===== config.mk =====
export PLATFORM = sky130hd
export DESIGN_NAME = pair_tx
export DESIGN_NICKNAME = d
export VERILOG_FILES = /design/src/rtl/pair_tx.sv
export SDC_FILE = /design/constraint.sdc
export NUM_CORES = 1
export LEC_CHECK = 0
export CAP_MARGIN = 0
export CORE_AREA = 3 3 82 84
export CTS_CLUSTER_SIZE = 28
export DETAILED_ROUTE_END_ITERATION = 16
export DIE_AREA = 0 0 85 87
export PLACE_DENSITY_LB_ADDON = 0.2
export SLEW_MARGIN = 25
export SYNTH_ARGS = -nofsm -noshare
export SYNTH_HDL_FRONTEND = slang
export SYNTH_SLANG_ARGS = --single-unit
export TNS_END_PERCENT = 5

===== constraint.sdc =====
create_clock -name clock -period 4 [get_ports clock]
set_clock_uncertainty 0.1 [all_clocks]
set_input_delay 1 -clock clock [delete_from_list [all_inputs] [get_ports clock]]
set_output_delay 1 -clock clock [all_outputs]
set_load 0.005 [all_outputs]

===== src/rtl/pair_tx.sv =====
// Dual-channel (x,y) byte-pair transmitter: FIFO front end feeding two 4-phase dav/rfd channels.
// Optional completed-pair counter on sent_cnt when PAIR_TX_STATS_EN is defined.
module pair_tx #(
  parameter int DEPTH = 4
) (
  input  logic       clock,
  input  logic       reset,
  input  logic       push,
  input  logic [7:0] din_x,
  input  logic [7:0] din_y,
  output logic       full,
  output logic       empty,
  output logic [7:0] x,
  output logic       dav_x,
  input  logic       rfd_x,
  output logic [7:0] y,
  output logic       dav_y,
  input  logic       rfd_y
`ifdef PAIR_TX_STATS_EN
  ,
  output logic [15:0] sent_cnt
`endif
);

  localparam int PW = $clog2(DEPTH);

  localparam logic [1:0] IDLE  = 2'd0;
  localparam logic [1:0] OFFER = 2'd1;
  localparam logic [1:0] CLOSE = 2'd2;

  logic [15:0]   mem [DEPTH];
  logic [PW-1:0] wr_ptr_q, wr_ptr_d;
  logic [PW-1:0] rd_ptr_q, rd_ptr_d;
  logic [PW:0]   count_q, count_d;
  logic [1:0]    state_q, state_d;
  logic          dav_x_q, dav_x_d, dav_y_q, dav_y_d;
  logic [7:0]    x_q, x_d, y_q, y_d;
  logic          wr_en, load, pop;
  logic [15:0]   head;

  assign full  = (count_q == (PW+1)'(DEPTH));
  assign empty = (count_q == '0);
  // full is taken from the pre-pop count, so a push while full is rejected even on a pop edge
  assign wr_en = push & ~full;
  assign head  = mem[rd_ptr_q];

  always_comb begin
    state_d = state_q;
    dav_x_d = dav_x_q;
    dav_y_d = dav_y_q;
    load    = 1'b0;
    pop     = 1'b0;
    case (state_q)
      IDLE: begin
        dav_x_d = 1'b0;
        dav_y_d = 1'b0;
        if (!empty && rfd_x && rfd_y) begin
          load    = 1'b1;
          dav_x_d = 1'b1;
          dav_y_d = 1'b1;
          state_d = OFFER;
        end
      end
      OFFER: begin
        // a channel is done once its dav has been cleared
        if (!rfd_x) dav_x_d = 1'b0;
        if (!rfd_y) dav_y_d = 1'b0;
        if (!dav_x_d && !dav_y_d) state_d = CLOSE;
      end
      CLOSE: begin
        dav_x_d = 1'b0;
        dav_y_d = 1'b0;
        if (rfd_x && rfd_y) begin
          pop     = 1'b1;
          state_d = IDLE;
        end
      end
      default: begin
        dav_x_d = 1'b0;
        dav_y_d = 1'b0;
        state_d = IDLE;
      end
    endcase
  end

  assign x_d      = load ? head[15:8] : x_q;
  assign y_d      = load ? head[7:0]  : y_q;
  assign wr_ptr_d = wr_ptr_q + PW'(wr_en);
  assign rd_ptr_d = rd_ptr_q + PW'(pop);
  assign count_d  = count_q + (PW+1)'(wr_en) - (PW+1)'(pop);

  always_ff @(posedge clock) begin
    if (wr_en) mem[wr_ptr_q] <= {din_x, din_y};
  end

  always_ff @(posedge clock or posedge reset) begin
    if (reset) begin
      wr_ptr_q <= '0;
      rd_ptr_q <= '0;
      count_q  <= '0;
      state_q  <= IDLE;
      dav_x_q  <= 1'b0;
      dav_y_q  <= 1'b0;
      x_q      <= 8'h00;
      y_q      <= 8'h00;
    end else begin
      wr_ptr_q <= wr_ptr_d;
      rd_ptr_q <= rd_ptr_d;
      count_q  <= count_d;
      state_q  <= state_d;
      dav_x_q  <= dav_x_d;
      dav_y_q  <= dav_y_d;
      x_q      <= x_d;
      y_q      <= y_d;
    end
  end

  assign x     = x_q;
  assign y     = y_q;
  assign dav_x = dav_x_q;
  assign dav_y = dav_y_q;

`ifdef PAIR_TX_STATS_EN
  logic [15:0] sent_q;

  always_ff @(posedge clock or posedge reset) begin
    if (reset)    sent_q <= 16'h0000;
    else if (pop) sent_q <= sent_q + 16'h0001;
  end

  assign sent_cnt = sent_q;
`endif

endmodule


# Word level (Yosys, flattened, before mapping)
# Memory sizes are Yosys's and may differ from the RTL's. A register that Yosys moved wholly into a read port is not among the register bits.
# Index checks and enable logic that the tools add are counted.
totals:
  ff_bits: 11
  ramBits: 64
  in_bits: 21
  output_inout_bits: 20
  wordCells: 45
  memories: 1
op_classes:
  addsub: 4
  n_eq_ne: 6
  mux: 16
  n_bitwise: 2
  reduce_logical: 10
memory_table:
  columns: ["memory", "words", "word_bits", "rd", "rd_clocked_by_memory_dff", "write_ports", "line_no", "rtl"]
  rows:
  - ["mem", 4, 16, 1, 1, 1, "31", "logic [15:0] mem [DEPTH];"]
op_table:
  columns: ["operator", "count"]
  rows:
  - ["$mux W1", 10]
  - ["$mux W2", 3]
  - ["$ne A2 B2 Y1 const B", 3]
  - ["$pmux W2 S3", 1]
  - ["$add A2 B1 Y2", 2]
  - ["$logic_and A1 B1 Y1", 4]
  - ["$pmux W1 S2", 2]
  - ["$add A3 B1 Y3", 1]
  - ["$eq A3 B3 Y1 const B", 1]
  - ["$logic_not A1 Y1", 3]
  - ["$logic_not A3 Y1", 1]
  - ["$reduce_and A3 Y1", 1]
  - ["$sub A3 B1 Y3", 1]
  - ["$eq A2 B1 Y1 const B", 1]
  - ["$eq A2 B2 Y1 const B", 1]
  - ["$logic_not A2 Y1", 1]
  - ["$and A1 B1 Y1", 1]
  - ["$not A1 Y1", 1]

# Logic depth before layout (Yosys ltp)
# Gate-level depths: netlist of run 1.
depth:
  word_depth: 6
  mapped_depth: 8
  ltp_nobuf: 7

# Worst setup path after synthesis of run 1
# OpenSTA, ideal clock, no wires.
synth_timing:
  path_kind: "input port to flip-flop"
  startpoint: "input push"
  endpoint: "memory mem[1][0] (enable)"
  setup_time_ps: 413
  t_arrival_ps: 2414
  required_time_ps: 3487
  setup_slack_ps: 1073
  stages: 2
  n_path_buf: 0
  cell_sequence: "nand2b_1 -> nor3b_1"
synth_between:
  elab_chain_len: 3
synth_lines:
  columns: ["element", "line_no", "rtl"]
  rows:
  - ["start, declared", "8", "input logic push,"]
  - ["$and A1 B1 Y1", "44", "assign wr_en = push & ~full;"]
  - ["$mux W1", "93", "if (wr_en) mem[wr_ptr_q] <= {din_x, din_y};"]
  - ["$mux W1 (implied by the code)", "93", null]
  - ["end, declared", "31", null]
# Every way passes these cells.

# Worst setup path after layout of run 1
layout_timing:
  startpoint: "register count_q[1]"
  endpoint: "output empty"
layout_between:
  elab_chain_len: 1
layout_lines:
  columns: ["element", "line_no", "rtl"]
  rows:
  - ["start, declared", "34", "logic [PW:0] count_q, count_d;"]
  - ["start signal, assigned", "109", "count_q <= count_d;"]
  - ["$logic_not A3 Y1", "42", "assign empty = (count_q == '0);"]
  - ["end, declared", "12", "output logic empty,"]
# Every way passes these cells.

==> results of run 1 <==
worst paths after layout:
check | end | slack (ps) | startpoint | cells past startpoint
worst max-delay path | empty | 1050 | count_q[1] | 2
worst min-delay path | x[2] | 420 | x[2] | 1
worst max register to register | count_q[2] | 1750 | count_q[1] | 7
worst min register to register | x[2] | 420 | x[2] | 1
max in group asynchronous | rd_ptr_q[0] | 2470 | reset | 2
min in group asynchronous | y[0] | 930 | reset | 2
cells in the final DEF (no fill, tap or decap), types with 3 or more instances in the layout:
cell type        count
dfrtp_1             26
nand2_1              3
clkdlybuf4s50_1     40
xnor2_1              4
mux4_2              15
mux2_2               7
clkbuf_8            11
clkbuf_1             3
mux2_4              10
buf_4                4
edfxtp_1            64
a21oi_1              5
metrics by stage:
stage / total power (uW) / area, um^2 / util (%) / std cells / hold WS (ps)
final: 2900 / 4170 / 69.6 / 294 / 421
after global routing: 3060 / 4170 / 69.6 / 294 / 450
after CTS: 2930 / 4170 / 69.6 / 294 / 423
after detailed placement: 2380 / 4000 / 66.7 / 278 / 403
after global placement: 2320 / 4000 / 66.7 / 278 / 394
after floorplan: 2020 / 3520 / - / 166 / 390
cell families (layout without fill, tap and decap cells):
logic type | Yosys count | after routing | share of synthesized area (%)
xor gates and xnor gates | 6 | 6 | 1.49
buffers and inverters | 10 | 63 | 2.20
and+or+nand+nor | 16 | 16 | 3.20
AOI/OAI and AO/OA | 6 | 6 | 0.959
DFF | 91 | 91 | 73.7
muxes | 34 | 34 | 17.1
adders and majority gates | 3 | 3 | 1.28
critical path, delay by kind of cell (launching register included):
family	cells	cell delay [ps]
AND/OR/NAND/NOR	1	490
flip-flops	1	410
buffers and inverters	1	610
metal layers:
layer	GRT usage, %	vias up	wire [um]
li1	-	747	-
met1	21.8	852	2330
met2	30.3	52	3130
met5	0	-	0
met4	6.04	0	64
met3	6.72	6	391
final cells by class:
cell class              instances  share of cell area, %
multi-input cells              65                   20.7
flip-flops and latches         91                   62.3
well taps                      75                   2.25
repair buffers                 44                   10.3
clock inverters                 2                  0.240
clock buffers                  14                   3.90
inverters                       3                  0.270
registers in the layout, summed over array words and instances (netlist names):
signal    flops
state_q       2
dav_x         1
mem          64
rd_ptr_q      2
x             8
count_q       3
y             8
dav_y         1
wr_ptr_q      2
power breakdown:
| part | leakage, uW | internal (uW) | total, uW | switching, uW |
|---|---|---|---|---|
| Clock | 0.0000905 | 259 | 546 | 287 |
| Sequential | 0.000909 | 1290 | 1510 | 220 |
| Combinational | 0.000488 | 550 | 839 | 290 |
| Total | 0.00149 | 2100 | 2900 | 797 |
==> flow_summary_export.csv, run 1 <==
group,metric,value,unit
synthesis,synth_area,0.00352,mm^2
die,core_area,0.00599,mm^2
die,start_util,58.8,%
layout,fill_cells,403,
setup_path,cp.arrival,1850,ps
synthesis,ys_top_cells_by_count,"64 x edfxtp_1, 27 x dfrtp_1, 15 x mux4_2, 10 x mux2_4, 7 x mux2_2",
synthesis,synth_top_area_share,54.6,%
drt,viasPerCell,5.64,
drt,drt_iter0_markers,112,
power,p_leak,0.00149,uW
setup_path,path_max_fanout,3,
die,boundaryPins,41,
timing,period_minus_slack,2950,ps
clock_network,post_cts_resized,0,
timing,maxSlewViolCount,0,
place,place_ws,839,ps
timing,tightest_slew,855,ps
clock_network,clockBufferDepth,2,
setup_path,cp-start-kind,"flip-flop",
clock_network,cts_buffers,9,
drt,wirelength,5.92,mm
timing,rsz0062_at_grt,"false",
setup_path,crit_path_end_kind,"output pin",
drt,postRouteAntennaNets,0,
synthesis,yosysMostFrequentCell,"edfxtp_1",
layout,final_nets,238,
global_routing,grt_pass1_wl,9.59,mm
clock_network,cts_tree,"built",
synthesis,ys_seq_area_share,73.7,%
clock_network,post_cts_buffers,0,
clock_network,clock_latency,340,ps
die,die_w,85,um
place,gp_congestion,0.798,
global_routing,grt_max_degree,28,
clock_network,path_clk_slew,80,ps
timing,hold_viol,0,
global_routing,grt_overflow_total,0,
synthesis,synthArstFlopShare,29.7,%
drt,dr.pass1.iters,4,
synthesis,syn_nets,190,
global_routing,antenna_found_initial,0,
die,die_y,87,um
layout,seqCellArea,0.00260,mm^2
timing,fmax,339,MHz
clock_network,hold_buffers,0,
timing,worst_slack,1050,ps
setup_path,cpMaxStageDelayCell,"clkdlybuf4s50_1",
die,dieArea,0.00740,mm^2
synthesis,synth_area_leaders,"edfxtp_1 55%, dfrtp_1 19%, mux4_2 9.6%",
timing,setup_viol,0,
global_routing,grt_pass1_vias,1799,
layout,multiInputGateArea,862,um^2
drt,vias,1657,
clock_network,cts_root_buf,"clkbuf_8",
place,numPortBuffers,40,
synthesis,synth_seq_cells,91,
layout,drive_above_1_share,25.6,%
power,ir_drop,0.000390,V
synthesis,synth_top_cell_by_area,"edfxtp_1",
timing,tns,0,ps
synthesis,postSynthCellCount,166,
clock_network,htreeDepth,3,
setup_path,path_cells,"nor3_1, clkdlybuf4s50_1",
timing,relSlewSlack,43.0,%
flow_run,drv_cap,0,
synthesis,avgSynthCellArea,21.2,um^2
die,row_count,28,
layout,syn2layout_area_growth,18.4,%
status,outcome,"finished, final reports clean",
global_routing,grt_use_total,18.1,%
setup_path,crit_required,2900,ps
drt,drc_errors,0,
synthesis,yosysUniqueCellTypes,28,
timing,fin_crit_sh,73.8,%
worst_hold_path,hold_class,"flip-flop to flip-flop",
power,power.density,695,mW/mm^2
setup_path,slowest_delay,610,ps
layout,diodes,0,
synthesis,synth_ff_type,"edfxtp_1",
drt,routedWlPerCell,20.1,um
synthesis,synth_warnings,0,
synthesis,synth_edf_count,64,
setup_path,critPathKind,"flip-flop to output pin",
place,dp_hpwl,3.91,mm
clock_network,clock_sinks,91,
No activity file was read; power rests on OpenSTA's default activity.
==> run 2: changes to the inputs <==
--- a/config.mk
+++ b/config.mk
@@ -6,10 +6,10 @@
 export NUM_CORES = 1
 export LEC_CHECK = 0
 export CAP_MARGIN = 0
-export CORE_AREA = 3 3 82 84
+export CORE_AREA = 3 3 85 87
 export CTS_CLUSTER_SIZE = 28
 export DETAILED_ROUTE_END_ITERATION = 16
-export DIE_AREA = 0 0 85 87
+export DIE_AREA = 0 0 88 90
 export PLACE_DENSITY_LB_ADDON = 0.2
 export SLEW_MARGIN = 25
 export SYNTH_ARGS = -nofsm -noshare
==> constraint.sdc (replaced) <==
create_clock -name clock -period 3 [get_ports clock]
set_clock_uncertainty 0.1 [all_clocks]
set_input_delay 0.75 -clock clock [delete_from_list [all_inputs] [get_ports clock]]
set_output_delay 0.75 -clock clock [all_outputs]
set_load 0.005 [all_outputs]
==> run 2 against run 1 <==
  * Routed wire length fell by 2.7%
  * Clock-buffer cell count fell by 5
  * Setup slack got worse by 770 ps
  * Utilization fell by 3.5 points
  * Combinational power rose by 41%
  * Total power rose by 38%
  * Critical path type unchanged
  * Largest power group unchanged
  * Highest routed layer unchanged
==> flow_summary_export.csv, run 2 (synthesis gave the netlist of run 1 again) <==
group,metric,value,unit
drt,drc_errors,0,
die,row_count,29,
setup_path,crit_required,2150,ps
timing,relSlewSlack,46.8,%
clock_network,path_clk_slew,90,ps
setup_path,cpMaxStageDelayCell,"clkdlybuf4s50_1",
die,die_y,90,um
die,boundaryPins,41,
clock_network,post_cts_resized,0,
drt,drt_iter0_markers,93,
layout,largest_reg_flops,64,
layout,top_register,"mem",
clock_network,cts_tree,"built",
setup_path,cp.arrival,1870,ps
flow_run,drv_cap,0,
setup_path,crit_buf_inv,1,
layout,final_common_cell,"edfxtp_1",
layout,multiInputGateArea,862,um^2
setup_path,slowest_delay,610,ps
place,gp_congestion,0.771,
layout,drive_above_1_share,26.9,%
drt,routedWlPerCell,19.2,um
timing,rsz0062_at_grt,"false",
layout,instances_no_fill,300,
clock_network,htreeDepth,3,
setup_path,path_delay_family,"buffers and inverters",
place,numPortBuffers,40,
layout,fill_cells,422,
power,p_leak,0.00152,uW
clock_network,clock_latency,350,ps
setup_path,critPathKind,"flip-flop to output pin",
setup_path,r2r_slack,840,ps
timing,tightest_slew,798,ps
layout,final_nets,242,
clock_network,cts_root_buf,"clkbuf_8",
drt,postRouteAntennaNets,0,
drt,wirelength,5.76,mm
setup_path,r2r-start,"count_q[1]",
worst_hold_path,hold_class,"flip-flop to flip-flop",
place,dp_cells,284,
global_routing,grt_pass1_vias,1790,
timing,fin_crit_sh,90.7,%
clock_network,hold_buffers,0,
layout,syn2layout_area_growth,20.5,%
layout,seqCellArea,0.00260,mm^2
die,die_w,88,um
drt,vias,1646,
die,core_area,0.00642,mm^2
power,power.density,945,mW/mm^2
global_routing,grt_pass1_wl,9.43,mm
layout,diodes,0,
setup_path,reg2reg_to,"count_q[2]",
drt,viasPerCell,5.49,
layout,final_util,66.1,%
timing,hold_slack,411,ps
setup_path,path_max_fanout,3,
global_routing,grt_max_degree,28,
global_routing,grt_overflow_total,0,
worst_hold_path,min_path_cells,1,
clock_network,clockBufferDepth,2,
layout,mostFrequentLayoutCells,"64 x edfxtp_1, 40 x clkdlybuf4s50_1, 27 x dfrtp_1, 15 x mux4_2, 10 x mux2_4",
die,dieArea,0.00792,mm^2
die,start_util,54.8,%
timing,tns,0,ps
worst_hold_path,hold_end,"x[1]",
global_routing,grt_use_total,16.3,%
setup_path,path_cells,"nor3_1, clkdlybuf4s50_1",
setup_path,cp-start-kind,"flip-flop",
timing,fmax,367,MHz
clock_network,cts_buffers,9,
status,outcome,"finished, final reports clean",
global_routing,antenna_found_initial,0,
drt,dr.pass1.iters,4,
place,dp_hpwl,3.72,mm
power,p_total,4010,uW
clock_network,clock_sinks,91,
timing,hold_viol,0,
worst_hold_path,min_from,"x[1]",
setup_path,crit_path_end_kind,"output pin",
timing,maxSlewViolCount,0,
clock_network,post_cts_buffers,0,
timing,period_minus_slack,2720,ps
timing,setup_viol,0,
setup_path,r2r_cells,7,
power,ir_drop,0.000412,V
-- run 2: cell count changes in the layout (fill, tap and decap cells not counted), moves of 2 or more --
cell	before	now
clkinvlp_4	0	2
clkbuf_1	3	0
bufinv_16	0	2
buf_4	4	8
clkbuf_8	11	9
-- run 2: how the worst max path moves through the flow --
stage / endpoint / cells past startpoint / from / slack (ps)
floorplan: mem[1][0] / 2 / push / 320
finish: empty / 2 / count_q[1] / 280
detailed placement: count_q[2] / 7 / rfd_x / 230
CTS: empty / 2 / count_q[1] / 260
global placement: count_q[2] / 7 / rfd_x / 270
global route: empty / 2 / count_q[1] / 160
-- run 2: through the flow --
step,instance area (um^2),setup WS [ps]
after global placement,4030,271
final,4240,279
after global routing,4240,165
after CTS,4240,257
after floorplan,3520,323
after detailed placement,4030,232
-- run 2: cell type report --
type,instances,share of cell area (%)
clock buffers,9,2.92
clock inverters,7,2.18
inverters,3,0.265
multi-input cells,65,20.3
flip-flops and latches,91,61.2
well taps,77,2.27
repair buffers,48,10.8
-- run 2: per-layer routing --
metal | up-vias | track usage [%] | share of wire, %
met4 | 0 | 6.91 | 1.7
li1 | 752 | - | -
met2 | 42 | 24.9 | 51
met3 | 10 | 4.11 | 4.8
met1 | 842 | 22.1 | 43
met5 | - | 0 | 0
-- run 2: power breakdown --
| group | leakage (uW) | switching (uW) | internal, uW |
|---|---|---|---|
| sequential | 0.000910 | 234 | 1720 |
| clock | 0.000103 | 410 | 466 |
| combinational | 0.000509 | 427 | 754 |
| total | 0.00152 | 1070 | 2940 |
==> run 3: changes to the inputs <==
--- a/config.mk
+++ b/config.mk
@@ -6,10 +6,10 @@
 export NUM_CORES = 1
 export LEC_CHECK = 0
 export CAP_MARGIN = 0
-export CORE_AREA = 3 3 85 87
+export CORE_AREA = 3 3 76 96
 export CTS_CLUSTER_SIZE = 28
 export DETAILED_ROUTE_END_ITERATION = 16
-export DIE_AREA = 0 0 88 90
+export DIE_AREA = 0 0 79 99
 export PLACE_DENSITY_LB_ADDON = 0.2
 export SLEW_MARGIN = 25
 export SYNTH_ARGS = -nofsm -noshare
==> run 3 against run 2 <==
  * Critical path type unchanged
  * Die area shrank 1.3%
  * Setup slack better by 38 ps
  * Hold slack better by 8.6 ps
  * Flip-flop and latch count stayed put
  * First-iteration DRC count is the same
  * Combinational power barely moved
  * Clock-buffer cell count grew 1
  * Cell area grew 0.44%
==> flow_summary_export.csv, run 3 (synthesis gave the netlist of run 1 again) <==
group,metric,value,unit
status,outcome,"finished, final reports clean",
clock_network,cts_buffers,9,
layout,final_nets,241,
worst_hold_path,hold_class,"flip-flop to flip-flop",
setup_path,cp-start-kind,"flip-flop",
clock_network,path_clk_slew,90,ps
clock_network,post_cts_resized,0,
drt,drt_iter0_markers,93,
global_routing,grt_use_total,17.3,%
layout,final_common_cell,"edfxtp_1",
setup_path,path_max_fanout,3,
setup_path,crit_path_end_kind,"output pin",
drt,viasPerCell,5.45,
die,die_y,99,um
clock_network,cts_tree,"built",
layout,diodes,0,
global_routing,grt_overflow_total,0,
global_routing,antenna_found_initial,0,
drt,wirelength,5.94,mm
setup_path,cp.arrival,1830,ps
place,post_dp_cell_area,0.00405,mm^2
place,numPortBuffers,40,
drt,routedWlPerCell,19.2,um
setup_path,critPathKind,"flip-flop to output pin",
clock_network,htreeDepth,3,
layout,drive_above_1_share,26.6,%
die,start_util,54.0,%
timing,setup_viol,0,
power,power.density,946,mW/mm^2
drt,drc_errors,0,
layout,instances_no_fill,309,
setup_path,cpMaxStageDelayCell,"clkdlybuf4s50_1",
place,dp_cells,293,
setup_path,path_cells,"nor3_1, clkdlybuf4s50_1",
global_routing,grt_pass1_wl,9.84,mm
timing,hold_viol,0,
setup_path,crit_required,2150,ps
layout,mostFrequentLayoutCells,"64 x edfxtp_1, 40 x clkdlybuf4s50_1, 27 x dfrtp_1, 15 x mux4_2, 10 x mux2_4",
layout,largest_reg_flops,64,
clock_network,clockBufferDepth,2,
clock_network,hold_buffers,0,
clock_network,cts_root_buf,"clkbuf_8",
place,dp_hpwl,3.76,mm
timing,maxSlewViolCount,0,
timing,tns,0,ps
layout,top_register,"mem",
clock_network,clock_sinks,91,
drt,dr.pass1.iters,4,
layout,syn2layout_area_growth,21.0,%
die,boundaryPins,41,
clock_network,post_cts_buffers,0,
timing,tightest_slew,839,ps
timing,fmax,373,MHz
die,row_count,33,
power,p_leak,0.00152,uW
drt,postRouteAntennaNets,0,
global_routing,grt_max_degree,28,
timing,rsz0062_at_grt,"false",
setup_path,slowest_delay,600,ps
die,die_w,79,um
power,ir_drop,0.000648,V
timing,relSlewSlack,44.1,%
timing,fin_crit_sh,89.4,%
die,dieArea,0.00782,mm^2
clock_network,clock_latency,340,ps
flow_run,drv_cap,0,
layout,fin_area,0.00426,mm^2
timing,period_minus_slack,2680,ps
place,gp_congestion,0.715,
global_routing,grt_pass1_vias,1880,
drt,vias,1684,
setup_path,r2r_slack,840,ps
die,core_area,0.00652,mm^2
## run 3: cell types whose count changed in the layout (fill, tap and decap cells not counted)
cell,change
inv_6,+1
clkbuf_1,+1
clkinvlp_4,-1
clkinv_1,-1
buf_4,-2
buf_12,+1
## run 3: metal layers
layer	global-route usage (%)	wire length (um)	up-vias
met5	0	0	-
met1	21.3	2410	890
li1	-	-	754
met4	6.08	82	0
met2	29.4	3230	34
met3	4.84	217	6
## run 3: final timing paths
path | startpoint | end | depth (start not counted)
max in group asynchronous | reset | state_q[0] | 3
min in group asynchronous | reset | y[2] | 3
setup reg to reg | count_q[1] | count_q[2] | 7
hold reg to reg | x[1] | x[1] | 1
hold / removal | x[1] | x[1] | 1
setup / recovery | count_q[1] | empty | 2
## run 3: area by class of cell
type                    count  area, um^2
repair buffers             47         465
inverters                   3        11.3
fillers                   481        2260
clock inverters             6        90.1
flip-flops and latches     91        2600
multi-input cells          65         862
well taps                  87         109
clock buffers              10         128
## run 3: power breakdown
| part | switching (uW) | internal (uW) |
|---|---|---|
| combinational | 422 | 754 |
| sequential | 255 | 1720 |
| clock | 412 | 472 |
| total | 1090 | 2940 |
## run 3: metrics by stage
step | worst slack (ps) | hold WS, ps | utilization, % | total power, uW
after floorplan | 323 | 390 | - | 2690
after global placement | 276 | 392 | 62.0 | 3130
after detailed placement | 203 | 399 | 62.0 | 3200
after CTS | 287 | 424 | 65.3 | 4090
after global routing | 213 | 445 | 65.3 | 4260
final | 317 | 419 | 65.3 | 4030
## run 3: worst max-delay path: cells and delay by family (launching register included)
kind,cells,cell delay (ps)
AND/OR/NAND/NOR,1,480
flip-flops,1,410
buffers and inverters,1,600
==> RTL edit 1 (config.mk and constraints of run 3) <==
The option `PAIR_TX_STATS_EN` is turned on by a define.
--- a/src/rtl/pair_tx.sv
+++ b/src/rtl/pair_tx.sv
@@ -1,4 +1,6 @@
 // Dual-channel (x,y) byte-pair transmitter: FIFO front end feeding two 4-phase dav/rfd channels.
 // Optional completed-pair counter on sent_cnt when PAIR_TX_STATS_EN is defined.
+`define PAIR_TX_STATS_EN
+
 module pair_tx #(
   parameter int DEPTH = 4
Check against the original RTL (old outputs only; new: sent_cnt): equivalent (equiv_simple and equiv_induct, registers matched by name and starting in step).
==> RTL edit 1 against run 3 <==
Design area up 21%; synthesized area up 21%; sequential cell count up 16; routed wire length up 23%; count of clock-buffer cells in the layout down 1; critical path depth unchanged; synthesized cell count up 39%; final cell count up 28%; total power up 7.9%; worst setup slack better by 0.18 ns; die area unchanged; via count up 34%; largest power group unchanged.
==> RTL edit 1: results (changes against run 3) <==
grt met3 use=0.0448 (-0.00366); Cell Count Post-Placement=380 (+30%); number of vias per cell after detailed routing=5.69 (+4.3%); data arrival time of the worst path=1.65 ns (-0.18 ns); Routed met3 length=318 um (+47%); maximum fanout along the worst path=3 (unchanged); routed vias=2252 (+34%); measured slew at the worst slew-check pin=0.805 ns (-0.0344 ns); Synth Instances=231 (+39%); wire length of the first global-routing pass=12000 um (+21%); number of flip-flops under the largest register name=64 (unchanged); source-to-sink clock delay at the later pin of the worst-skew pair=0.37 ns (+0.03 ns); fraction of final layout cells with drive strength greater than 1=0.223 (-0.0425); total nets after synthesis=256 (+35%); met1 routing resource usage after global routing=0.253 (+0.0401); run status=completed; final weighted congestion in routability-driven placement=0.781 (+9.2%); worst vdd ir=0.000636 V (-1.8%); Power per Cell Area=844 mW/mm^2 (-11%); proportion of synthesized chip area in sequential cells=0.703 (-0.0348); Final HPWL DP=4950 um (+32%); reported sequential group power=0.00222 W (+13%); worst-case register-to-register setup slack=0.88 ns (+0.04 ns); final number of setup-violating endpoints=0 (unchanged); met2 routed WL=4060 um (+26%); Distinct cells, synth=40 (+43%); internal power=0.00308 W (+4.6%); Post-CTS Setup Inserts=0 (unchanged); share of flip-flops with an asynchronous set or reset after synthesis=0.402 (+0.105); Post-synth EDFFs=64 (unchanged); type of the most critical hold path=flop to flop; hold-critical path endpoint=sent_cnt[15]; largest reg by FF count=mem; Leakage=1.95 nW (+28%); origin of the worst min-delay path=sent_cnt[15]; Yosys warning count=0 (unchanged); net count of the finished layout=329 (+37%); count of buffers from port buffering=56 (+40%); Metal-1 WL=2820 um (+17%); worst-case reg-to-reg path depth=9 (+2); depth of the worst hold-timing path=1 (unchanged); Routed wire per std cell=18.5 um (-3.9%); vias in the first global route=2354 (+25%); end point of the critical path=empty; global-route usage over all layers=0.205 (+0.0314); post-CTS clock slew at the launch and capture registers of the worst setup and hold paths=about 0.10 ns; crit path launch=count_q[0]; Global Route met2 Usage=0.358 (+0.0642); number of buffers on the longest clock path=2 (unchanged); largest net degree at the start of global routing=44 (+57%); delay of the slowest critical-path stage=0.57 ns (-0.03 ns); ant diodes=0 (unchanged); number of violations reported at the end of detailed-routing iteration 0=99 (+6.5%); largest cells by area after synthesis=sky130_fd_sc_hd__edfxtp_1 (45%), sky130_fd_sc_hd__dfrtp_1 (25%), sky130_fd_sc_hd__mux4_2 (8.4%), sky130_fd_sc_hd__mux2_4 (2.8%), sky130_fd_sc_hd__xnor2_1 (2.7%); most numerous cell types in the synthesized netlist=sky130_fd_sc_hd__edfxtp_1 (64), sky130_fd_sc_hd__dfrtp_1 (43), sky130_fd_sc_hd__nand2_1 (17); combinational fraction of design power=0.302 (+0.010)
[RTL edit 1: metrics by stage]
| stage | worst slack [ns] | hold WS (ns) | cell area (um^2) |
|---|---|---|---|
| finish | 0.498 | 0.390 | 5160 |
| global route | 0.427 | 0.413 | 5160 |
| CTS | 0.490 | 0.404 | 5160 |
| detailed placement | 0.203 | 0.391 | 4970 |
| global placement | 0.242 | 0.355 | 4970 |
| floorplan | 0.160 | 0.365 | 4270 |
[RTL edit 1: final cells by class]
class                   count  area [um^2]
inverters                   2         7.51
well taps                  87          109
multi-input cells         114         1190
repair buffers             70          666
clock buffers               9          124
clock inverters             7         60.1
flip-flops and latches    107         3000
fillers                   396         1370
[RTL edit 1: cells by family (layout without fill, tap and decap cells)]
logic type / after synthesis / after routing / synth area share
flops: 107 / 107 / 0.703
simple gates: 53 / 53 / 0.0833
mux: 32 / 32 / 0.134
xor+xnor: 20 / 20 / 0.0411
buf+inv: 10 / 88 / 0.0191
compound gates: 5 / 5 / 0.00674
fa+ha+maj: 4 / 4 / 0.0135
==> RTL edit 2 (flow settings as in run 3) <==
Made on the original files. `x_q` no longer has a reset.
--- a/src/rtl/pair_tx.sv
+++ b/src/rtl/pair_tx.sv
@@ -102,5 +102,4 @@
       dav_x_q  <= 1'b0;
       dav_y_q  <= 1'b0;
-      x_q      <= 8'h00;
       y_q      <= 8'h00;
     end else begin
@@ -111,7 +110,10 @@
       dav_x_q  <= dav_x_d;
       dav_y_q  <= dav_y_d;
-      x_q      <= x_d;
       y_q      <= y_d;
     end
+  end
+
+  always_ff @(posedge clock) begin
+    x_q <= x_d;
   end
 
Function: differs if reset is asserted again (counterexample within 4 cycles, from zero or initial values and one cycle with reset high); with reset held inactive, the same outputs for 10 cycles.
==> RTL edit 2 against run 3 <==
Utilization fell by 1.2 points; highest routed layer unchanged; synthesized area fell by 2.3%; critical path type unchanged; sequential cell count did not move; routed wire length fell by 8.3%; die area did not move; design area fell by 1.8%; total power fell by 7.1%; largest power group unchanged; worst setup slack improved by 0.13 ns; sequential share of layout area rose by 2.0 points; global-route usage fell by 1.8 points; maximum frequency rose by 4.9%.
==> RTL edit 2: results (changes against run 3) <==
final weighted congestion in routability-driven placement=0.704 (-1.5%); share of power burned in the clock network=0.211 (-0.008); largest reg by FF count=mem; vias in the first global route=1784 (-5.1%); global-route usage over all layers=0.156 (-0.0178); share of flip-flops with an asynchronous set or reset after synthesis=0.209 (-0.0879); setup total negative slack=0 ns (unchanged); combinational fraction of design power=0.265 (-0.027); quantity of gates resized following cts=0 (unchanged); Post-CTS Setup Inserts=0 (unchanged); maximum fanout along the worst path=3 (unchanged); total nets after synthesis=182 (-4.2%); number of violations reported at the end of detailed-routing iteration 0=57 (-39%); total CTS buffers=9 (unchanged); final number of setup-violating endpoints=0 (unchanged); critical-path cell with the highest stage delay=sky130_fd_sc_hd__clkdlybuf4s50_1; number of max-slew violations in the final report=0 (unchanged); fraction of final layout cells with drive strength greater than 1=0.249 (-0.0169); most numerous cell types in the synthesized netlist=sky130_fd_sc_hd__edfxtp_1 (72), sky130_fd_sc_hd__dfrtp_1 (19), sky130_fd_sc_hd__mux4_2 (16); wire length of the first global-routing pass=8950 um (-9.0%); source-to-sink clock delay at the later pin of the worst-skew pair=between 0.3 and 0.4 ns; post-CTS clock slew at the launch and capture registers of the worst setup and hold paths=~0.08 ns; net count of the finished layout=236 (-2.1%); Worst Setup Slack post-DPL=0.165 ns (-0.0380 ns); count of H-tree levels built during CTS=3 (unchanged); worst vdd ir=0.000522 V (-19%); Slew HR=0.446 (+0.00502); delay of the slowest critical-path stage=0.58 ns (-0.02 ns); routed vias=1603 (-4.8%); Distinct cells, synth=29 (+3.6%); internal power=0.00274 W (-6.8%); Final HPWL DP=3740 um (-0.73%); final-report hold violation count=0 (unchanged); largest net degree at the start of global routing=20 (-29%); first-pass detailed-route iteration total=4 (unchanged); Yosys warning count=0 (unchanged); proportion of synthesized chip area in sequential cells=0.767 (+0.0291); data arrival time of the worst path=1.71 ns (-0.12 ns); number of antenna violations at the first check in global routing=0 (unchanged); most instantiated flip-flop cell in the synthesis netlist=sky130_fd_sc_hd__edfxtp_1; ant diodes=0 (unchanged); run status=completed; Leakage=1.47 nW (-3.6%); largest cells by area after synthesis=sky130_fd_sc_hd__edfxtp_1 (63%), sky130_fd_sc_hd__dfrtp_1 (14%), sky130_fd_sc_hd__mux4_2 (10%), sky130_fd_sc_hd__mux2_4 (3.5%), sky130_fd_sc_hd__xnor2_1 (0.76%); Post-synth EDFFs=72 (+13%); dominant delay contributor by cell family on the critical path=buffers and inverters; Routed WL=5440 um (-8.3%); number of buffers on the longest clock path=2 (unchanged)
## RTL edit 2: worst paths after layout
check                            from          to  slack (ns)  cells past startpoint
setup / recovery           count_q[2]       empty        0.44                      2
hold / removal                   y[1]        y[1]        0.42                      1
setup reg to reg           count_q[1]  count_q[2]        0.79                      7
hold reg to reg                  y[1]        y[1]        0.42                      1
max in group asynchronous       reset  count_q[1]        1.57                      2
min in group asynchronous       reset        y[3]        0.74                      2
## RTL edit 2: per-stage QoR
step / cell area, um^2 / total power [W] / std cells / hold slack [ns]
final: 4190 / 0.00375 / 304 / 0.422
after detailed placement: 4000 / 0.00301 / 288 / 0.396
after global placement: 4000 / 0.00296 / 288 / 0.396
after floorplan: 3440 / 0.00257 / 158 / 0.378
after CTS: 4190 / 0.00380 / 304 / 0.423
after global routing: 4190 / 0.00394 / 304 / 0.440
## RTL edit 2: area by class of cell
cell class                 instances  area, um^2
inverter                           3        11.3
timing repair buffer              49         468
fill                             488        2340
sequential                        91        2640
multi-input combinational         58         769
tap                               87         109
clock inverter                     6        65.1
clock buffer                      10         128
## RTL edit 2: per-layer routing
layer / part of all wire / routed length, um / global-route usage
met5: 0 / 0 / 0
met4: 0.019 / 102 / 0.0635
met3: 0.047 / 256 / 0.0457
met2: 0.52 / 2850 / 0.265
met1: 0.41 / 2240 / 0.185
## RTL edit 2: logic make-up (layout without fill, tap and decap cells)
| group | Yosys count | in the layout | share of synthesized area |
|---|---|---|---|
| buffers and inverters | 9 | 68 | 0.0160 |
| xor gates and xnor gates | 6 | 6 | 0.0153 |
| DFF | 91 | 91 | 0.767 |
| AOI/OAI and AO/OA | 5 | 5 | 0.00909 |
| muxes | 25 | 25 | 0.143 |
| and+or+nand+nor | 19 | 19 | 0.0371 |
| adders and majority gates | 3 | 3 | 0.0131 |
